**src/rtl/spi_frame_pkg.sv**
```systemverilog
// Shared types and constants for the SPI frame decoder.
// Holds the frame FSM encoding, word-size limits and the header R/W polarity.
// No logic of its own apart from the effective-length helper.
package spi_frame_pkg;

  typedef enum logic [1:0] {
    HDR = 2'd0,
    WR  = 2'd1,
    RD  = 2'd2
  } state_t;

  localparam int   SPI_WORD_MAX    = 16;
  localparam int   LEN_MIN         = 7;
  localparam logic HDR_RW_IS_WRITE = 1'b1;

  // Word lengths below 8 bits are not supported; clamp them up to 8.
  function automatic logic [3:0] eff_len(input logic [3:0] len);
    if (len < 4'(LEN_MIN)) return 4'(LEN_MIN);
    return len;
  endfunction

endpackage

```
**src/rtl/spi_frame_decoder_deser.sv**
```systemverilog
// MOSI deserialiser: shifts MSB-first bits and flags each completed word.
// Latency: word_done/word are combinational on the completing sample edge.
// No backpressure: every sample edge with the frame open consumes one bit.
import spi_frame_pkg::*;

module spi_bit_deser (
  input  logic        sclk_sample,
  input  logic        frst_n,
  input  logic [3:0]  len,
  input  logic        mosi,
  output logic        word_done,
  output logic [15:0] word,
  output logic        bits_pending
);

  logic [14:0] sr;
  logic [3:0]  bitcnt;
  logic [15:0] full;
  logic [15:0] mask;

  assign full         = {sr, mosi};
  assign mask         = 16'hFFFF >> (4'd15 - len);
  assign word_done    = (bitcnt == len);
  assign word         = full & mask;
  assign bits_pending = (bitcnt != 4'd0);

  // Shift in one bit per sample edge; bit counter wraps at the word boundary.
  always_ff @(posedge sclk_sample or negedge frst_n) begin
    if (!frst_n) begin
      sr     <= '0;
      bitcnt <= '0;
    end else begin
      sr     <= full[14:0];
      bitcnt <= word_done ? 4'd0 : bitcnt + 4'd1;
    end
  end

endmodule

```
**src/rtl/spi_frame_decoder.sv**
```systemverilog
// SPI frame decoder: header word selects R/W and start address, then issues
// write / read-prefetch requests as toggles with an auto-incrementing address.
// Latency: outputs update on the completing sample edge; no backpressure, the
// system side must absorb one request per word (>= 8 SCLK periods apart).
import spi_frame_pkg::*;

module spi_frame_decoder #(
  parameter int ADDR_W = 6  // must be <= 7 so the address fits below the R/W bit
) (
  input  logic              rstn,
  input  logic              sclk_sample,
  input  logic              i_CSn,
  input  logic              i_MOSI,
  input  logic [3:0]        LEN,
  output logic              o_wr_tgl,
  output logic              o_rd_tgl,
  output logic [ADDR_W-1:0] o_addr,
  output logic [15:0]       o_wdata,
  output logic              o_busy,
  output logic [7:0]        o_word_cnt,
  output logic              o_wrap_err
);

  logic              frst_n;
  logic [3:0]        len_eff;
  logic              word_done;
  logic [15:0]       word;
  logic              bits_pending;
  state_t            state_q, state_d;
  logic [ADDR_W-1:0] cur_addr;
  logic [ADDR_W-1:0] req_addr;
  logic [ADDR_W-1:0] hdr_addr;
  logic              issue_wr, issue_rd, load_hdr;

  // CSn high closes the frame asynchronously, same as a full reset for framing.
  assign frst_n  = rstn & ~i_CSn;
  assign len_eff = eff_len(LEN);

  spi_bit_deser u_deser (
    .sclk_sample  (sclk_sample),
    .frst_n       (frst_n),
    .len          (len_eff),
    .mosi         (i_MOSI),
    .word_done    (word_done),
    .word         (word),
    .bits_pending (bits_pending)
  );

  assign hdr_addr = word[ADDR_W-1:0];
  assign o_busy   = (state_q != HDR) | bits_pending;

  // Frame state register, cleared at every frame boundary.
  always_ff @(posedge sclk_sample or negedge frst_n) begin
    if (!frst_n) state_q <= HDR;
    else         state_q <= state_d;
  end

  // Next state and request decode for the completed word.
  always_comb begin
    state_d  = state_q;
    issue_wr = 1'b0;
    issue_rd = 1'b0;
    load_hdr = 1'b0;
    req_addr = cur_addr;
    case (state_q)
      HDR: if (word_done) begin
        if (word[len_eff] == HDR_RW_IS_WRITE) begin
          state_d  = WR;
          load_hdr = 1'b1;
        end else begin
          state_d  = RD;
          issue_rd = 1'b1;
          req_addr = hdr_addr;
        end
      end
      WR: if (word_done) issue_wr = 1'b1;
      RD: if (word_done) issue_rd = 1'b1;
      default: state_d = HDR;
    endcase
  end

  // Request outputs and address counter; these survive frame boundaries.
  always_ff @(posedge sclk_sample or negedge rstn) begin
    if (!rstn) begin
      o_wr_tgl   <= 1'b0;
      o_rd_tgl   <= 1'b0;
      o_addr     <= '0;
      o_wdata    <= '0;
      o_wrap_err <= 1'b0;
      cur_addr   <= '0;
    end else if (!i_CSn) begin
      if (issue_wr || issue_rd) begin
        o_addr   <= req_addr;
        cur_addr <= req_addr + ADDR_W'(1);
        if (&req_addr) o_wrap_err <= 1'b1;
      end else if (load_hdr) begin
        cur_addr <= hdr_addr;
      end
      if (issue_wr) begin
        o_wdata  <= word;
        o_wr_tgl <= ~o_wr_tgl;
      end
      if (issue_rd) o_rd_tgl <= ~o_rd_tgl;
    end
  end

  // Completed-word counter for the current frame, saturating at 255.
  always_ff @(posedge sclk_sample or negedge frst_n) begin
    if (!frst_n)                                o_word_cnt <= '0;
    else if (word_done && o_word_cnt != 8'hFF) o_word_cnt <= o_word_cnt + 8'd1;
  end

endmodule
```
**config.mk**
```make
export PLATFORM = sky130hd
export DESIGN_NAME = spi_frame_decoder
export DESIGN_NICKNAME = d
export VERILOG_FILES = /design/src/rtl/spi_frame_pkg.sv /design/src/rtl/spi_frame_decoder_deser.sv /design/src/rtl/spi_frame_decoder.sv
export SDC_FILE = /design/constraint.sdc
export NUM_CORES = 1
export LEC_CHECK = 0
export ABC_AREA = 1
export BUFFER_PORTS_ARGS = -buffer_cell sky130_fd_sc_hd__buf_2
export CORE_ASPECT_RATIO = 0.75
export CORE_MARGIN = 10
export CORE_UTILIZATION = 51
export CTS_BUF_LIST = sky130_fd_sc_hd__clkbuf_4 sky130_fd_sc_hd__clkbuf_8 sky130_fd_sc_hd__clkbuf_16
export DETAILED_ROUTE_END_ITERATION = 8
export GPL_TIMING_DRIVEN = 0
export PLACE_DENSITY_LB_ADDON = 0.05
export SLEW_MARGIN = 20
export SYNTH_ARGS = -nofsm -noshare
export SYNTH_HDL_FRONTEND = slang
export SYNTH_SLANG_ARGS = --single-unit
```
**constraint.sdc**
```tcl
create_clock -name sclk_sample -period 2 [get_ports sclk_sample]
set_input_delay 0.4 -clock sclk_sample [delete_from_list [all_inputs] [get_ports sclk_sample]]
set_output_delay 0.4 -clock sclk_sample [all_outputs]
set_load 0.01 [all_outputs]
```
Word-level counts from Yosys, hierarchy flattened
Index checks and enable logic that the tools add are counted.
W data, S select, Z words.
{"block": "word_totals", "ff_bits": 60, "inputBits": 8, "output_inout_bits": 34, "word_cells": 64}
{"block": "classes", "addsub": 4, "order_cmp": 2, "eq_ne": 5, "shifts": 1, "muxes": 22, "bitwise_logic": 7, "n_reduce_logical": 13}
{"operator": "$mux W6", "n": 5}
{"operator": "$and A16 B16 Y16", "n": 1}
{"operator": "$shr A16 B4 Y16 const A", "n": 1}
{"operator": "$mux W4", "n": 3}
{"operator": "$reduce_and A2 Y1", "n": 5}
{"operator": "$mux W1", "n": 9}
{"operator": "$add A8 B1 Y8 const B", "n": 1}
{"operator": "$ne A8 B8 Y1 const B", "n": 1}
{"operator": "$reduce_and A8 Y1", "n": 1}
{"operator": "$add A6 B1 Y6 const B", "n": 1}
{"operator": "$lt A4 B5 Y1 const B", "n": 1}
{"operator": "$add A4 B1 Y4 const B", "n": 1}
{"operator": "$bmux W1 S4", "n": 1}
{"operator": "$eq A4 B4 Y1", "n": 1}
{"operator": "$lt A4 B3 Y1 const B", "n": 1}
{"operator": "$mux W2", "n": 2}
{"operator": "$not A1 Y1", "n": 4}
{"operator": "$pmux W2 S2", "n": 1}
{"operator": "$reduce_bool A2 Y1", "n": 2}
{"operator": "$reduce_bool A4 Y1", "n": 1}
{"operator": "$sub A4 B4 Y4 const A", "n": 1}
{"operator": "$eq A2 B1 Y1 const B", "n": 1}
{"operator": "$eq A2 B2 Y1 const B", "n": 1}
{"operator": "$logic_not A2 Y1", "n": 1}
{"operator": "7 further kinds", "n": 7}

Longest topological paths before layout
Gate-level depths: netlist of the first run.
{"block": "depth", "ltp_word": 14, "depth_mapped": 21, "depth_no_buf": 19}

Modules after synthesis
From an unflattened synthesis of the first run, not the netlist that was laid out.
{"block": "hier_totals", "hier_cells": 338, "hier_area_um2": 3017.9}
{"mod": "spi_frame_decoder", "instances": 1, "cells_per_inst": 249, "area_per_inst_um2": 2167.1, "seq_area_each_um2": 1026.0}
{"mod": "spi_bit_deser", "instances": 1, "cells_per_inst": 89, "area_per_inst_um2": 850.8, "seq_area_each_um2": 475.5}

Worst setup path after synthesis of the first run
Ideal clock, no wire load.
{"block": "synth_timing", "kind": "input -> register", "startpoint": "in LEN[0]", "endpoint": "reg cur_addr[4]", "setup_time_ps": 116, "arrival_ps": 2096, "t_required_ps": 1884, "setup_slack_ps": -212, "cell_stages": 21, "path_buffers": 2, "cell_sequence": "buf_4 > inv_2 > nand2_2 > nand2_1 > o21ai_0 > nand2_1 > nand2_1 > nand2_1 > nand3_2 > nor2_4 > buf_6 > nand2_4 > nand2_2 > ha_1 > inv_1 > nor2_2 > nand2_1 > nand2_1 > nand3_1 > nand2_1 > nand2_1"}
{"block": "synth_between", "word_cells_on_any_way": 26, "classes_between": "add/sub (2); order compare (1); eq/ne (1); shift (1); mux (17); bitwise (1); reduce/logical (3)"}
{"element": "start: declaration", "line_no": "spi_frame_decoder.sv:14", "rtl": "input logic [3:0] LEN,"}
{"element": "$lt A4 B3 Y1", "line_no": "spi_frame_pkg.sv:18", "rtl": "if (len < 4'(LEN_MIN)) return 4'(LEN_MIN);"}
{"element": "$mux W1", "line_no": "spi_frame_pkg.sv:18"}
{"element": "$mux W4 (*)", "line_no": "spi_frame_pkg.sv:19", "rtl": "return len;"}
{"element": "$sub A4 B4 Y4", "line_no": "spi_frame_decoder_deser.sv:22", "rtl": "assign mask = 16'hFFFF >> (4'd15 - len);"}
{"element": "$shr A16 B4 Y16", "line_no": "spi_frame_decoder_deser.sv:22"}
{"element": "$and A16 B16 Y16", "line_no": "spi_frame_decoder_deser.sv:24", "rtl": "assign word = full & mask;"}
{"element": "$bmux W1 S4", "line_no": "spi_frame_decoder.sv:67", "rtl": "if (word[len_eff] == HDR_RW_IS_WRITE) begin"}
{"element": "$mux W1 (implied by the code)", "line_no": "spi_frame_decoder.sv:67"}
{"element": "$mux W6", "line_no": "spi_frame_decoder.sv:67"}
{"element": "$mux W6 (*)", "line_no": "spi_frame_decoder.sv:66", "rtl": "HDR: if (word_done) begin"}
{"element": "$mux W6 (*)", "line_no": "spi_frame_decoder.sv:65", "rtl": "case (state_q)"}
{"element": "net req_addr[1]", "line_no": "spi_frame_decoder.sv:31", "rtl": "logic [ADDR_W-1:0] req_addr;"}
{"element": "$add A6 B1 Y6 (*)", "line_no": "spi_frame_decoder.sv:94", "rtl": "cur_addr <= req_addr + ADDR_W'(1);"}
{"element": "$mux W6 (*)", "line_no": "spi_frame_decoder.sv:92", "rtl": "if (issue_wr || issue_rd) begin"}
{"element": "end signal: assignment", "line_no": "spi_frame_decoder.sv:94"}
{"element": "end signal: assignment", "line_no": "spi_frame_decoder.sv:97", "rtl": "cur_addr <= hdr_addr;"}
{"element": "end: declaration", "line_no": "spi_frame_decoder.sv:30", "rtl": "logic [ADDR_W-1:0] cur_addr;"}
Mark *: on every way through the listed nets, which the timed path passes. The rest lies on a longest branch. The select of a mux whose other input is x is not followed.
A chain may end at the register's enable or synchronous reset.

Worst setup path after layout of the first run
{"block": "layout_timing", "startpoint": "reg u_deser.sr[11]", "endpoint": "reg cur_addr[4]"}
{"block": "layout_between", "word_cells_on_any_way": 17, "classes_between": "add/sub (1); mux (12); bitwise (1); reduce/logical (3)"}
{"element": "start: declaration", "line_no": "spi_frame_decoder_deser.sv:16", "rtl": "logic [14:0] sr;"}
{"element": "start signal: assignment", "line_no": "spi_frame_decoder_deser.sv:33", "rtl": "sr <= full[14:0];"}
{"element": "$and A16 B16 Y16", "line_no": "spi_frame_decoder_deser.sv:24"}
{"element": "$bmux W1 S4", "line_no": "spi_frame_decoder.sv:67"}
{"element": "$mux W1 (implied by the code)", "line_no": "spi_frame_decoder.sv:67"}
{"element": "$mux W6", "line_no": "spi_frame_decoder.sv:67"}
{"element": "$mux W6", "line_no": "spi_frame_decoder.sv:66"}
{"element": "$mux W6", "line_no": "spi_frame_decoder.sv:65"}
{"element": "net req_addr[1]", "line_no": "spi_frame_decoder.sv:31"}
{"element": "$add A6 B1 Y6", "line_no": "spi_frame_decoder.sv:94"}
{"element": "$mux W6", "line_no": "spi_frame_decoder.sv:92"}
The timed path passes the listed nets, and every way through them passes these cells. The select of a mux whose other input is x is not followed.

==> out/metrics.cfg, run 1 <==
[yosys]
yosysSeqAreaShare=0.5199
synth_cell_type_count=33
ys_warn_count=0
async_flop_share=1.000
synth_top_area_share=0.5199
ys.flop_type=dfrtp_1
synth_cells=324
synth_top_cell_by_area=dfrtp_1
synth-seq-cells=60
synth_most_common_cell=nand2_1
syn_avg_cell_area_sq_um=8.913
ys_top_cells_by_area=dfrtp_1 (52%), nand2_1 (13%), inv_1 (4.0%)
synth_edf_count=0
mappedNetlistArea_sq_um=2888
mappedNetlistNets=339
synth_common_cells=nand2_1 (98), dfrtp_1 (60), inv_1 (31)

[timing]
timing.final.crit_share=1.036
slew-limit-headroom=0.4905
setup_tns_ps=-82.02
holdWs_ps=123.8
rsz0062_at_grt=true
finalHoldViolCount=0
layout_min_cycle_time_ps=2072
drv_slew=0
setup_viol_count_final=2
skew_ps=10.13
setup_slack_ps=-72.42
fmax_mhz=482.5
tightest_slew_ps=764.2

[route]
wl_met1_mm=3.239
routed_wl_mm=6.487
drtPass1Iterations=5
num_vias=2343
highest_layer=met4
viasPerCell=4.996
route.met3.wl_um=513
drc_errors=0
dr_wl_met2_mm=2.665
detail_route.wl_per_cell_um=13.83
drtIter0Drc=131
ant_nets=0

[job]
drv_cap=0

[cts]
cts_sinks=60
cts.reportedPaths.clkPinSlew_ps=70
insertion_delay_ps=350
cts_buffers=9
cts_buffer_depth=2
h-tree-depth=3
cts_tree=built
root_buffer=clkbuf_8

[worst_setup_path]
cp-end-kind=register
startpoint_type=register
cp_data_arrival_time_ps=2310
path_cells=inv_1 > nor2_2 > nand2_1 > nand2_1 > a21oi_2 > nand3_4 > nor2_4 > buf_6 > nand2_4 > nand2_4 > ha_4 > inv_2 > nor2_4 > nand2_2 > nand2_1 > nand3_1 > nand2_1 > nand2_1
cpPeakStageDelay_ps=380
worstSetupPathType=reg -> reg
timing.critical_path.mode_cell=nand2_1
critPathMaxFanout=5
slowest_stage=dfrtp_1
required_ps=2240

[power]
p_seq_frac=0.391
power_mw=4.362
leakagePower_nw=1.955
swShare=0.3562
p_switching_mw=1.554
p_int_mw=2.808
vdd_drop_max_v=0.0007379
pwr-share-comb=0.348
clockPowerShare=0.260
pwr_density_cell_nw_per_um2=1183

[placed_design]
dp.cells=439
place_congestion=0.8204
port_buffers=39
hpwl_mm=4.647
pre_cts_slack_ps=-555.9
dpl_cell_area_sq_um=3304

[layout]
diodes=0
n_fill_cell=467
postLayoutCellArea_sq_um=3687
syn2layout_area_growth_pct=27.69
fin_nets=404
drive_gt1_frac=0.3274
stdcell_count=469
fin_util=0.6815

[die]
floorplan.rows=23
io_pins=42
coreArea_sq_um=5410
die_area_sq_um=9103
die_h_um=85.17
initial_utilization=0.5338
die_x_um=106.9

[outcome]
failed_checks=negative setup slack
status=complete, but fails checks

[global_routing]
track_usage=0.1524
antenna_found_initial=0
grt_pass1_wl_mm=10.98
grt_pass1_vias=2290
grt_max_degree=33
grt_remaining_overflow=0

[worst_hold_path]
hold_class=in -> async

[power by group through the flow]
stage               combinational [mW]  clock (mW)  sequential (mW)
floorplan                        0.893           0             1.78
global placement                  1.33           0             1.72
detailed placement                1.37           0             1.73
CTS                               1.48        1.16             1.70
global route                      1.73        1.22             1.75
finish                            1.52        1.14             1.71
[routing by layer]
layer | global-route usage | vias to the layer above
met3 | 0.06949 | 6
met1 | 0.2006 | 1104
met4 | 0.05521 | 0
met2 | 0.2145 | 60
met5 | 0 | -
li1 | - | 1173
[critical path: cells and delay by family, from the launching register on]
family	cells	cell delay, ps
simple gates	13	1020
fa+ha+maj	1	130
compound gates	1	200
buf+inv	3	250
flops	1	380
[what timing repair did]
item,4_1_cts,5_1_grt
setup buffers,7,7
pin swaps,4,9
setup endpoints to repair,24,25
gates resized for setup,11,14
hold buffers,0,0
[logic make-up after synthesis]
| logic type | count (synthesis) | share of synthesized area |
|---|---|---|
| AO/OA/AOI/OAI | 41 | 0.08882 |
| XOR/XNOR | 13 | 0.03943 |
| flip-flops | 60 | 0.5199 |
| AND/OR/NAND/NOR | 159 | 0.2478 |
| multiplexers | 1 | 0.003899 |
| buffers and inverters | 43 | 0.06975 |
| adder cells (fa/ha/maj) | 7 | 0.03033 |
[layout by cell type (no fill, tap or decap), drive strengths merged]
cell and count:
a21oi 4, a31oi 2, buf 60, bufinv 1, clkbuf 12, clkinv 3
clkinvlp 1, dfrtp 60, ha 7, inv 36, mux2 1, nand2 104
nand3 23, nand4 3, nor2 28, nor3 1, o21ai 28, o21bai 2
o22ai 3, o31ai 2, xnor2 4, xor2 9
[registers in the layout, indices dropped and copies added (netlist names)]
name,count
o_wrap_err,1
o_wr_tgl,1
o_wdata,16
o_word_cnt,8
u_deser.sr,15
cur_addr,6
u_deser.bitcnt,4
o_addr,6
o_rd_tgl,1
state_q,2
[layout make-up]
cell class	instances	area, sq um	area share
flip-flops and latches	60	1503	0.4075
inverters	37	152.6	0.04140
well taps	75	93.84	0.02545
clock buffers	12	158.9	0.04309
multi-input cells	221	1319	0.3577
repair buffers	54	335.3	0.09094
plain buffers	6	77.57	0.02104
clock inverters	4	47.55	0.01289
[worst paths after layout]
check / startpoint / end / slack (ps) / cells past startpoint
setup / recovery: u_deser.sr[11] / cur_addr[4] / -70 / 18
hold / removal: rstn / o_wdata[9] / 120 / 1
setup reg to reg: u_deser.sr[11] / cur_addr[4] / -70 / 18
hold reg to reg: u_deser.sr[8] / u_deser.sr[9] / 370 / 0
max in group asynchronous: rstn / u_deser.bitcnt[2] / 790 / 4
min in group sclk_sample: i_MOSI / u_deser.sr[0] / 210 / 1
No activity file was read; power rests on OpenSTA's default activity.
==> inputs of run 2 (changes only) <==
--- a/config.mk
+++ b/config.mk
@@ -6,8 +6,9 @@
 export NUM_CORES = 1
 export LEC_CHECK = 0
 export ABC_AREA = 1
+export ABC_CLOCK_PERIOD_IN_PS = 2000
 export BUFFER_PORTS_ARGS = -buffer_cell sky130_fd_sc_hd__buf_2
-export CORE_ASPECT_RATIO = 0.75
+export CORE_ASPECT_RATIO = 2
 export CORE_MARGIN = 10
 export CORE_UTILIZATION = 51
 export CTS_BUF_LIST = sky130_fd_sc_hd__clkbuf_4 sky130_fd_sc_hd__clkbuf_8 sky130_fd_sc_hd__clkbuf_16
==> out/metrics.cfg, run 2 (synthesis results as in run 1) <==
[outcome]
status=complete, but fails checks
failed_checks=negative setup slack

[layout]
top_register=o_wdata
stdcell_count=459
diodes=0
fin_nets=409
syn2layout_area_growth_pct=28.25
top_regs=o_wdata: 16 flops, u_deser.sr: 15 flops, o_word_cnt: 8 flops
drive_gt1_frac=0.3559
layout_commonest_cell=nand2_1
largest_reg_flops=16
mostFrequentLayoutCells=nand2_1 (89), dfrtp_1 (59), buf_2 (39)

[placed_design]
pre_cts_slack_ps=-534.9
dp.cells=424
hpwl_mm=4.754
port_buffers=39
place_congestion=0.8653

[die]
io_pins=42
die_x_um=73.21
coreArea_sq_um=5468
floorplan.rows=38
initial_utilization=0.5281
die_h_um=126.4
die_area_sq_um=9255

[worst_setup_path]
crit_family=simple AND/OR/NAND/NOR gates
critPathMaxFanout=6
crit_buf_inv=3
cpPeakStageDelay_ps=390
path_cells=nand2_1 > inv_1 > nand3_1 > nand2_1 > nand2_1 > nand2_1 > nand2_2 > nand3_4 > nor2_4 > buf_6 > nand2_4 > nand2_4 > ha_4 > inv_2 > nor2_4 > nand2_2 > nand2_1 > nand3_1 > nand2_1 > nand2_1
worstSetupPathType=reg -> reg
startpoint_type=register
required_ps=2230
cp-end-kind=register
cp_data_arrival_time_ps=2320
timing.critical_path.mode_cell=nand2_1
slowest_stage=dfrtp_1

[power]
vdd_drop_max_v=0.0009144
clockPowerShare=0.231
pwr_density_cell_nw_per_um2=1153
pwr-share-comb=0.371
leakagePower_nw=1.958
p_int_mw=2.685
swShare=0.3712
p_seq_frac=0.398
p_switching_mw=1.585

[worst_hold_path]
hold_class=in -> async

[route]
drtIter0Drc=134
viasPerCell=5.129
drc_errors=0
num_vias=2354
routed_wl_mm=6.683
drtPass1Iterations=4
ant_nets=0
detail_route.wl_per_cell_um=14.56

[global_routing]
grt_remaining_overflow=0
track_usage=0.1503
grt_pass1_vias=2432
antenna_found_initial=0
grt_max_degree=33
grt_pass1_wl_mm=11.05

[cts]
cts_tree=built
cts.reportedPaths.clkPinSlew_ps=70
h-tree-depth=3
insertion_delay_ps=340
cts_buffers=9
postCtsHoldBufs=0
cts_sinks=60
root_buffer=clkbuf_8
cts_buffer_depth=2

[timing]
setup_slack_ps=-91.12
skew_ps=8.408
fmax_mhz=478.2
slew-limit-headroom=0.5361
setup_viol_count_final=4
finalHoldViolCount=0
holdWs_ps=82.72
rsz0062_at_grt=true
layout_min_cycle_time_ps=2091
drv_slew=0
tightest_slew_ps=695.8
timing.final.crit_share=1.046

[job]
drv_cap=0

run 2: metal layers:
metal  track usage  vias to the layer above  share of wire
li1              -                     1174              -
met1        0.1516                     1101           0.37
met2        0.2578                       63           0.54
met3       0.04450                       16          0.059
met4       0.09101                        0          0.033
met5             0                        -              0
run 2: area by class of cell:
class	instances	area, sq um
multi-input combinational	221	1349
sequential	60	1503
tap	60	75.07
fill	436	1764
clock buffer	12	152.6
inverter	37	156.4
timing repair buffer	59	361.6
clock inverter	4	25.02
buffer	6	81.33
run 2: timing repair:
item                                    CTS  global route
setup buffers                            13             6
endpoints found under the hold margin     0             0
endpoints found under the setup margin   24            29
gates resized for setup                  11            24
pin swaps                                 8             9
run 2: final timing paths:
check,startpoint,to,slack (ps),cells after the start
worst max-delay path,u_deser.sr[9],cur_addr[4],-90,20
worst min-delay path,i_CSn,o_word_cnt[0],80,2
worst max register to register,u_deser.sr[9],cur_addr[4],-90,20
worst min register to register,u_deser.sr[5],u_deser.sr[6],380,0
max in group asynchronous,rstn,u_deser.bitcnt[2],960,4
min in group sclk_sample,i_MOSI,u_deser.sr[0],210,1
run 2: stage by stage:
step / TNS [ps] / utilization / area, sq um / total power [mW]
2_1_floorplan: -246.1 / - / 2980 / 2.675
3_3_place_gp: -50700 / 0.5945 / 3251 / 3.061
3_5_place_dp: -10700 / 0.5995 / 3278 / 3.111
4_1_cts: -277.7 / 0.6584 / 3600 / 4.263
5_1_grt: -1144 / 0.6773 / 3704 / 4.596
6_report: -204.0 / 0.6773 / 3704 / 4.270
run 2: worst register-to-register path, delay by kind of cell, from the launching register on:
family,cells,cell delay [ps]
flip-flops,1,390
AND/OR/NAND/NOR,16,1250
adder cells (fa/ha/maj),1,130
buffers and inverters,3,230
run 2: power groups by stage:
stage	combinational (mW)	clock (mW)	sequential, mW
2_1_floorplan	0.893	0	1.78
5_1_grt	1.79	1.07	1.74
3_3_place_gp	1.34	0	1.72
6_report	1.59	0.985	1.70
3_5_place_dp	1.38	0	1.73
4_1_cts	1.55	1.02	1.70
==> inputs of run 3 (changes only) <==
--- a/config.mk
+++ b/config.mk
@@ -7,7 +7,7 @@
 export LEC_CHECK = 0
 export ABC_AREA = 1
 export ABC_CLOCK_PERIOD_IN_PS = 2000
-export BUFFER_PORTS_ARGS = -buffer_cell sky130_fd_sc_hd__buf_2
+export BUFFER_PORTS_ARGS = -buffer_cell sky130_fd_sc_hd__buf_4
 export CORE_ASPECT_RATIO = 2
 export CORE_MARGIN = 10
 export CORE_UTILIZATION = 51
@@ -15,6 +15,7 @@
 export DETAILED_ROUTE_END_ITERATION = 8
 export GPL_TIMING_DRIVEN = 0
 export PLACE_DENSITY_LB_ADDON = 0.05
+export SETUP_SLACK_MARGIN = 0.3
 export SLEW_MARGIN = 20
 export SYNTH_ARGS = -nofsm -noshare
 export SYNTH_HDL_FRONTEND = slang
==> out/metrics.cfg, run 3 (synthesis results as in run 1) <==
[route]
highest_layer=met4
drtIter0Drc=142
routed_wl_mm=7.267
num_vias=2443
viasPerCell=5.176
route.met3.wl_um=368
drtPass1Iterations=4
wl_met1_mm=2.706
drc_errors=0
dr_wl_met2_mm=3.965
detail_route.wl_per_cell_um=15.40
ant_nets=0

[die]
initial_utilization=0.5281
floorplan.rows=38
coreArea_sq_um=5468
die_area_sq_um=9255
die_h_um=126.4
io_pins=42
die_x_um=73.21

[layout]
syn2layout_area_growth_pct=41.25
top_register=o_wdata
final-seq-area_sq_um=1504
largest_reg_flops=16
multi_input_area_sq_um=1454
drive_gt1_frac=0.4248
top_regs=o_wdata: 16 flops, u_deser.sr: 15 flops, o_word_cnt: 8 flops
layout_commonest_cell=nand2_1
fin_nets=423
diodes=0
postLayoutCellArea_sq_um=4079
mostFrequentLayoutCells=nand2_1 (85), buf_4 (63), dfrtp_1 (58)
n_fill_cell=397
stdcell_count=472

[placed_design]
dp.cells=424
hpwl_mm=4.886
dpl_cell_area_sq_um=3423
port_buffers=39
pre_cts_slack_ps=-524.5
place_congestion=0.8594

[cts]
cts.reportedPaths.clkPinSlew_ps=70
cts_buffers=9
cts_sinks=60
h-tree-depth=3
cts_buffer_depth=2
cts_tree=built
insertion_delay_ps=340
root_buffer=clkbuf_8

[timing]
fmax_mhz=486.2
finalHoldViolCount=0
setup_viol_count_final=4
setup_slack_ps=-56.65
drv_slew=0
setup_tns_ps=-165.1
holdWs_ps=151.4
skew_ps=7.664
layout_min_cycle_time_ps=2057
tightest_slew_ps=491.8
rsz0062_at_grt=true
slew-limit-headroom=0.6687
timing.final.crit_share=1.028

[global_routing]
grt_pass1_wl_mm=11.56
antenna_found_initial=0
grt_pass1_vias=2429
grt_remaining_overflow=0
track_usage=0.1593
grt_max_degree=33

[worst_setup_path]
cp_data_arrival_time_ps=2290
critPathMaxFanout=4
ff2ff_path_depth=18
startpoint_type=register
rrSetupSlack_ps=-60
cp-end-kind=register
required_ps=2240
worstSetupPathType=reg -> reg

[job]
drv_cap=0

[worst_hold_path]
hold_class=in -> async

[outcome]
failed_checks=negative setup slack
status=complete, but fails checks

[power]
leakagePower_nw=2.093
vdd_drop_max_v=0.001090
pwr_density_cell_nw_per_um2=1129

-- run 3: layout make-up --
type | instances | area share
repair buffers | 73 | 0.1534
clock inverters | 5 | 0.007055
inverters | 37 | 0.03957
well taps | 60 | 0.01840
flip-flops and latches | 60 | 0.3687
plain buffers | 6 | 0.02270
clock buffers | 10 | 0.03374
multi-input cells | 221 | 0.3564
-- run 3: final timing paths --
check                               startpoint                end
worst max-delay path            u_deser.sr[11]        cur_addr[4]
worst min-delay path                     i_CSn      u_deser.sr[1]
worst max register to register  u_deser.sr[11]        cur_addr[4]
worst min register to register   u_deser.sr[5]      u_deser.sr[6]
max in group asynchronous                 rstn  u_deser.bitcnt[2]
min in group sclk_sample                i_MOSI      u_deser.sr[0]
-- run 3: report_power, final --
| group | internal [mW] | leakage (nW) | switching [mW] |
|---|---|---|---|
| sequential | 1.51 | 0.774 | 0.233 |
| clock | 0.469 | 0.0917 | 0.478 |
| combinational | 0.898 | 1.23 | 1.02 |
| total | 2.88 | 2.09 | 1.73 |
-- run 3: per-layer routing --
| metal | track usage | vias up |
|---|---|---|
| met4 | 0.08202 | 0 |
| met5 | 0 | - |
| met1 | 0.1671 | 1160 |
| met2 | 0.2684 | 61 |
| met3 | 0.05386 | 21 |
| li1 | - | 1201 |
-- run 3: repair_timing --
item | CTS | global route
resized for setup | 37 | 30
hold buffers | 1 | 0
hold endpoints to repair | 31 | 0
setup endpoints to repair | 35 | 39
setup buffers | 22 | 8
pin swaps | 18 | 16
gates cloned | 2 | 0
-- run 3: per-stage QoR --
stage | power, mW | util
floorplan | 2.698 | -
global placement | 3.185 | 0.6201
detailed placement | 3.244 | 0.6261
CTS | 4.448 | 0.7169
global route | 4.918 | 0.7460
finish | 4.604 | 0.7460
-- run 3: worst max-delay path, stage by stage (launching register included) --
cell     delay, ps
dfrtp_1        380
inv_1           70
nor2_2          50
nand2_1         50
nand2_1         60
a21oi_2        180
nand3_4        130
nor2_4         170
buf_6          140
nand2_4         60
nand2_4         80
ha_4           130
inv_2           40
nor2_4         120
nand2_2         70
nand2_1         60
nand3_1         60
nand2_1         60
nand2_1         40
